`src/rtl/dff_sample_fifo.sv`:
```
// First-word fall-through sample FIFO placed after the dff capture register.
// Status and head-of-queue outputs are precomputed into flops so they depend only on registered state.
module dff_sample_fifo #(
  parameter int unsigned WIDTH = 4,
  parameter int unsigned DEPTH = 8
) (
  input  logic                     clk,
  input  logic                     reset,
  input  logic                     in_valid,
  input  logic [WIDTH-1:0]         in_data,
  output logic                     in_ready,
  output logic                     out_valid,
  output logic [WIDTH-1:0]         out_data,
  input  logic                     out_ready,
  output logic [$clog2(DEPTH):0]   count,
  output logic                     overflow
);

  localparam int unsigned PTR_W = $clog2(DEPTH);
  localparam int unsigned CNT_W = PTR_W + 1;

  logic [WIDTH-1:0] mem_q [DEPTH];
  logic [WIDTH-1:0] mem_d [DEPTH];
  logic [PTR_W-1:0] wr_ptr_q, wr_ptr_d;
  logic [PTR_W-1:0] rd_ptr_q, rd_ptr_d;
  logic [CNT_W-1:0] count_q, count_d;
  logic             in_ready_q, in_ready_d;
  logic             out_valid_q, out_valid_d;
  logic [WIDTH-1:0] out_data_q, out_data_d;
  logic             overflow_q, overflow_d;
  logic             push_c;
  logic             pop_c;

  assign push_c = in_valid & in_ready_q;
  assign pop_c  = out_valid_q & out_ready;

  // Next-state for storage, pointers, occupancy and the registered output view.
  always_comb begin
    mem_d       = mem_q;
    wr_ptr_d    = wr_ptr_q;
    rd_ptr_d    = rd_ptr_q;
    count_d     = count_q;
    overflow_d  = overflow_q;
    in_ready_d  = in_ready_q;
    out_valid_d = out_valid_q;
    out_data_d  = out_data_q;

    if (push_c) begin
      mem_d[wr_ptr_q] = in_data;
      wr_ptr_d        = wr_ptr_q + PTR_W'(1);
    end
    if (pop_c) begin
      rd_ptr_d = rd_ptr_q + PTR_W'(1);
    end

    unique case ({push_c, pop_c})
      2'b10:   count_d = count_q + CNT_W'(1);
      2'b01:   count_d = count_q - CNT_W'(1);
      default: count_d = count_q;
    endcase

    if (in_valid && !in_ready_q) begin
      overflow_d = 1'b1;
    end

    // Reading the post-write array covers the bypass when the new sample becomes the head.
    in_ready_d  = (count_d != CNT_W'(DEPTH));
    out_valid_d = (count_d != CNT_W'(0));
    out_data_d  = out_valid_d ? mem_d[rd_ptr_d] : WIDTH'(0);
  end

  always_ff @(posedge clk) begin
    if (reset) begin
      wr_ptr_q    <= PTR_W'(0);
      rd_ptr_q    <= PTR_W'(0);
      count_q     <= CNT_W'(0);
      in_ready_q  <= 1'b1;
      out_valid_q <= 1'b0;
      out_data_q  <= WIDTH'(0);
      overflow_q  <= 1'b0;
    end else begin
      wr_ptr_q    <= wr_ptr_d;
      rd_ptr_q    <= rd_ptr_d;
      count_q     <= count_d;
      in_ready_q  <= in_ready_d;
      out_valid_q <= out_valid_d;
      out_data_q  <= out_data_d;
      overflow_q  <= overflow_d;
    end
  end

  // Sample storage is never cleared; stale entries are masked by out_valid.
  always_ff @(posedge clk) begin
    if (!reset) begin
      mem_q <= mem_d;
    end
  end

  assign in_ready  = in_ready_q;
  assign out_valid = out_valid_q;
  assign out_data  = out_data_q;
  assign count     = count_q;
  assign overflow  = overflow_q;

endmodule

```
`config.mk`:
```
export PLATFORM = sky130hd
export DESIGN_NAME = dff_sample_fifo
export DESIGN_NICKNAME = d
export VERILOG_FILES = /design/src/rtl/dff_sample_fifo.sv
export SDC_FILE = /design/constraint.sdc
export NUM_CORES = 1
export LEC_CHECK = 0
export BUFFER_PORTS_ARGS = -buffer_cell sky130_fd_sc_hd__buf_2
export CAP_MARGIN = 0
export CORE_UTILIZATION = 42
export DETAILED_ROUTE_END_ITERATION = 10
export SLEW_MARGIN = 30
export SYNTH_ARGS = -nofsm -noshare
export SYNTH_HDL_FRONTEND = slang
export SYNTH_SLANG_ARGS = --single-unit
```
`constraint.sdc`:
```
create_clock -name clk -period 2.2 [get_ports clk]
set_input_delay 0 -clock clk [delete_from_list [all_inputs] [get_ports clk]]
set_output_delay 0 -clock clk [all_outputs]
set_load 0.03 [all_outputs]
```
==> qor.csv <==
metric,value,unit
grt.met1_usage,26.68,%
tightest_slew,439.1,ps
start_kind,flop,
cp.required,2380,ps
crit_family,simple AND/OR/NAND/NOR gates,
ios,19,
crit_buf_inv,1,
core_region_area,5574,sq um
synth-compound-area-share,14.83,%
hpwl,3.641,mm
crit_type,flop to flop,
netlist_area,2455,sq um
synthMuxAreaShare,14.98,%
post-route-period-util,97.11,%
finalClockSkew,6.262,ps
synthAdderAreaFrac,2.039,%
instances_no_fill,317,
synth_cell_types,42,
cts_tree,done,
cts_buffers,5,
root_buffer,clkbuf_8,
synth_top_family_by_area,multiplexers,
finalPower,2616,uW
yosys.area_share.simple,9.939,%
fmax,468.1,MHz
grt_pass1_wl,8.245,mm
ir_worst_vdd,0.3525,mV
run_status,finished clean,
synth_xor_area_share,1.784,%
worst_path_largest_cell_delay,370,ps
layout_commonest_cell,edfxtp_1,
path_clk_slew,90,ps
first_pass_iters,4,
met3_usage,4.070,%
relSlewSlack,70.72,%
timing.hold.ws,28.33,ps
ys_seq_area_share,53.01,%
synth_ff_type,edfxtp_1,
drv_slew,0,
setup_viol,0,
grt_max_degree,33,
synth_seq_cells,49,
overflow,0,
cp.arrival,2310,ps
crit_path_start,in_ready,
antenna_left,0,
cp-end-kind,flop,
rows,27,
syn_avg_cell_area,11.92,sq um
synth_fp_nets,218,
nets,256,
final_cell_mix,"edfxtp_1, mux2_2, nor2_1, buf_2, buf_4",
cap_viol_max_count,0,
fin_crit,2136,ps
cpMaxStageDelayCell,or3_1,
start_util,44.04,%
finalHoldViolations,0,
routedWlPerCell,16.03,um
p_per_area,891.6,nW/um^2
antenna_found_initial,0,
track_usage,17.59,%
synthArstFlopShare,0,%
htree_levels,2,
r2r_slack,60,ps
clock_path_buffers,2,
synth_edf_count,32,
vias_per_cell,5.319,
pre_cts_ws,18.46,ps
vias,1686,
syn2layout_area_growth,19.52,%
path_cells,"and2_4, inv_6, ha_1, nor2b_1, a31oi_1, o211ai_1, a21boi_1, nor2_1, or3_1",
io_buffers,18,
gr-max-usage-layer,met1,
grtUsageMet2,24.56,%
p_leak,0.001127,uW
yosys_warnings,0,
drt_wl_total,5.080,mm
place.gp.congestion,0.8592,
path_max_fanout,6,
drc_errors,0,
die_width,78.45,um
layout-drive-gt1-share,37.14,%
die_h,78.45,um
first_iter_violations,97,
min_from,out_ready,
clkSinkCount,49,
holdCritPathClass,input port to flop,
dieArea,6154,sq um
netlist_instances,206,
insertion_delay,300,ps
reg2reg_from,in_ready,
worst_slack,63.58,ps
grt_pass1_vias,1614,
dp_cells,307,
antenna_cells,0,
[Yosys cell counts, drive strengths merged, types with 4 or more instances]
cell type,count,area (sq um)
edfxtp,32,960.9
mux2,24,277.8
nor2,18,67.56
dfxtp,17,340.3
inv,14,52.55
nand2,10,40.04
a22oi,9,67.56
mux2i,9,90.09
a21oi,6,30.03
o21a,6,45.04
o31ai,6,50.05
o21ai,5,25.02
o22ai,5,31.28
a31oi,4,25.02
ha,4,50.05
nand2b,4,25.02
o21ba,4,40.04
[what timing repair did]
action,4_1_cts,5_1_grt
gates resized for setup,2,15
hold endpoints to repair,1,0
hold buffers,1,0
pin swaps,0,4
setup buffers,0,2
setup endpoints to repair,5,7
[logic make-up after synthesis]
group,after synthesis
AOI/OAI and AO/OA,51
xor gates and xnor gates,5
adders and majority gates,4
buffers and inverters,17
DFF,49
muxes,33
and+or+nand+nor,47
[flip-flops by register name, summed over array words and instances, names as in the netlist]
name / count
overflow: 1
wr_ptr_q: 3
count: 4
in_ready: 1
out_data: 4
mem_q: 32
rd_ptr_q: 3
out_valid: 1
[where the power goes]
part	internal [uW]	switching (uW)	total [uW]
Combinational	302	423	725
Sequential	1090	54.1	1150
Clock	451	293	745
[worst reg2reg max path: stages (launching register included)]
cell      delay (ps)
dfxtp_4          350
and2_4           150
inv_6             40
ha_1             240
nor2b_1          150
a31oi_1          170
o211ai_1         130
a21boi_1         310
nor2_1           120
or3_1            370
[path summary, 6_finish.rpt]
path,end,cells past startpoint
worst max-delay path,in_ready,9
worst max register to register,in_ready,9
worst min register to register,overflow,2
worst min-delay path,rd_ptr_q[1],3
[routing by layer]
metal	vias up	share of wire [%]
met2	19	44
met5	-	0
li1	846	-
met3	4	2.1
met4	0	0.91
met1	817	53
[final cells by class]
class,instances,area [sq um]
clock inverters,3,65.06
well taps,72,90.09
inverters,14,57.56
repair buffers,34,217.7
clock buffers,5,68.82
flip-flops and latches,49,1309
fillers,492,2640
multi-input cells,140,1126
[stage by stage]
step | setup TNS (ps) | cell area, sq um | utilization, %
3_5_place_dp | 0 | 2724 | 48.87
5_1_grt | -42.51 | 2934 | 52.64
6_report | 0 | 2934 | 52.64
4_1_cts | 0 | 2877 | 51.60
3_3_place_gp | 0 | 2724 | 48.87
2_1_floorplan | -11.03 | 2470 | -
No activity file was read; power rests on OpenSTA's default activity.
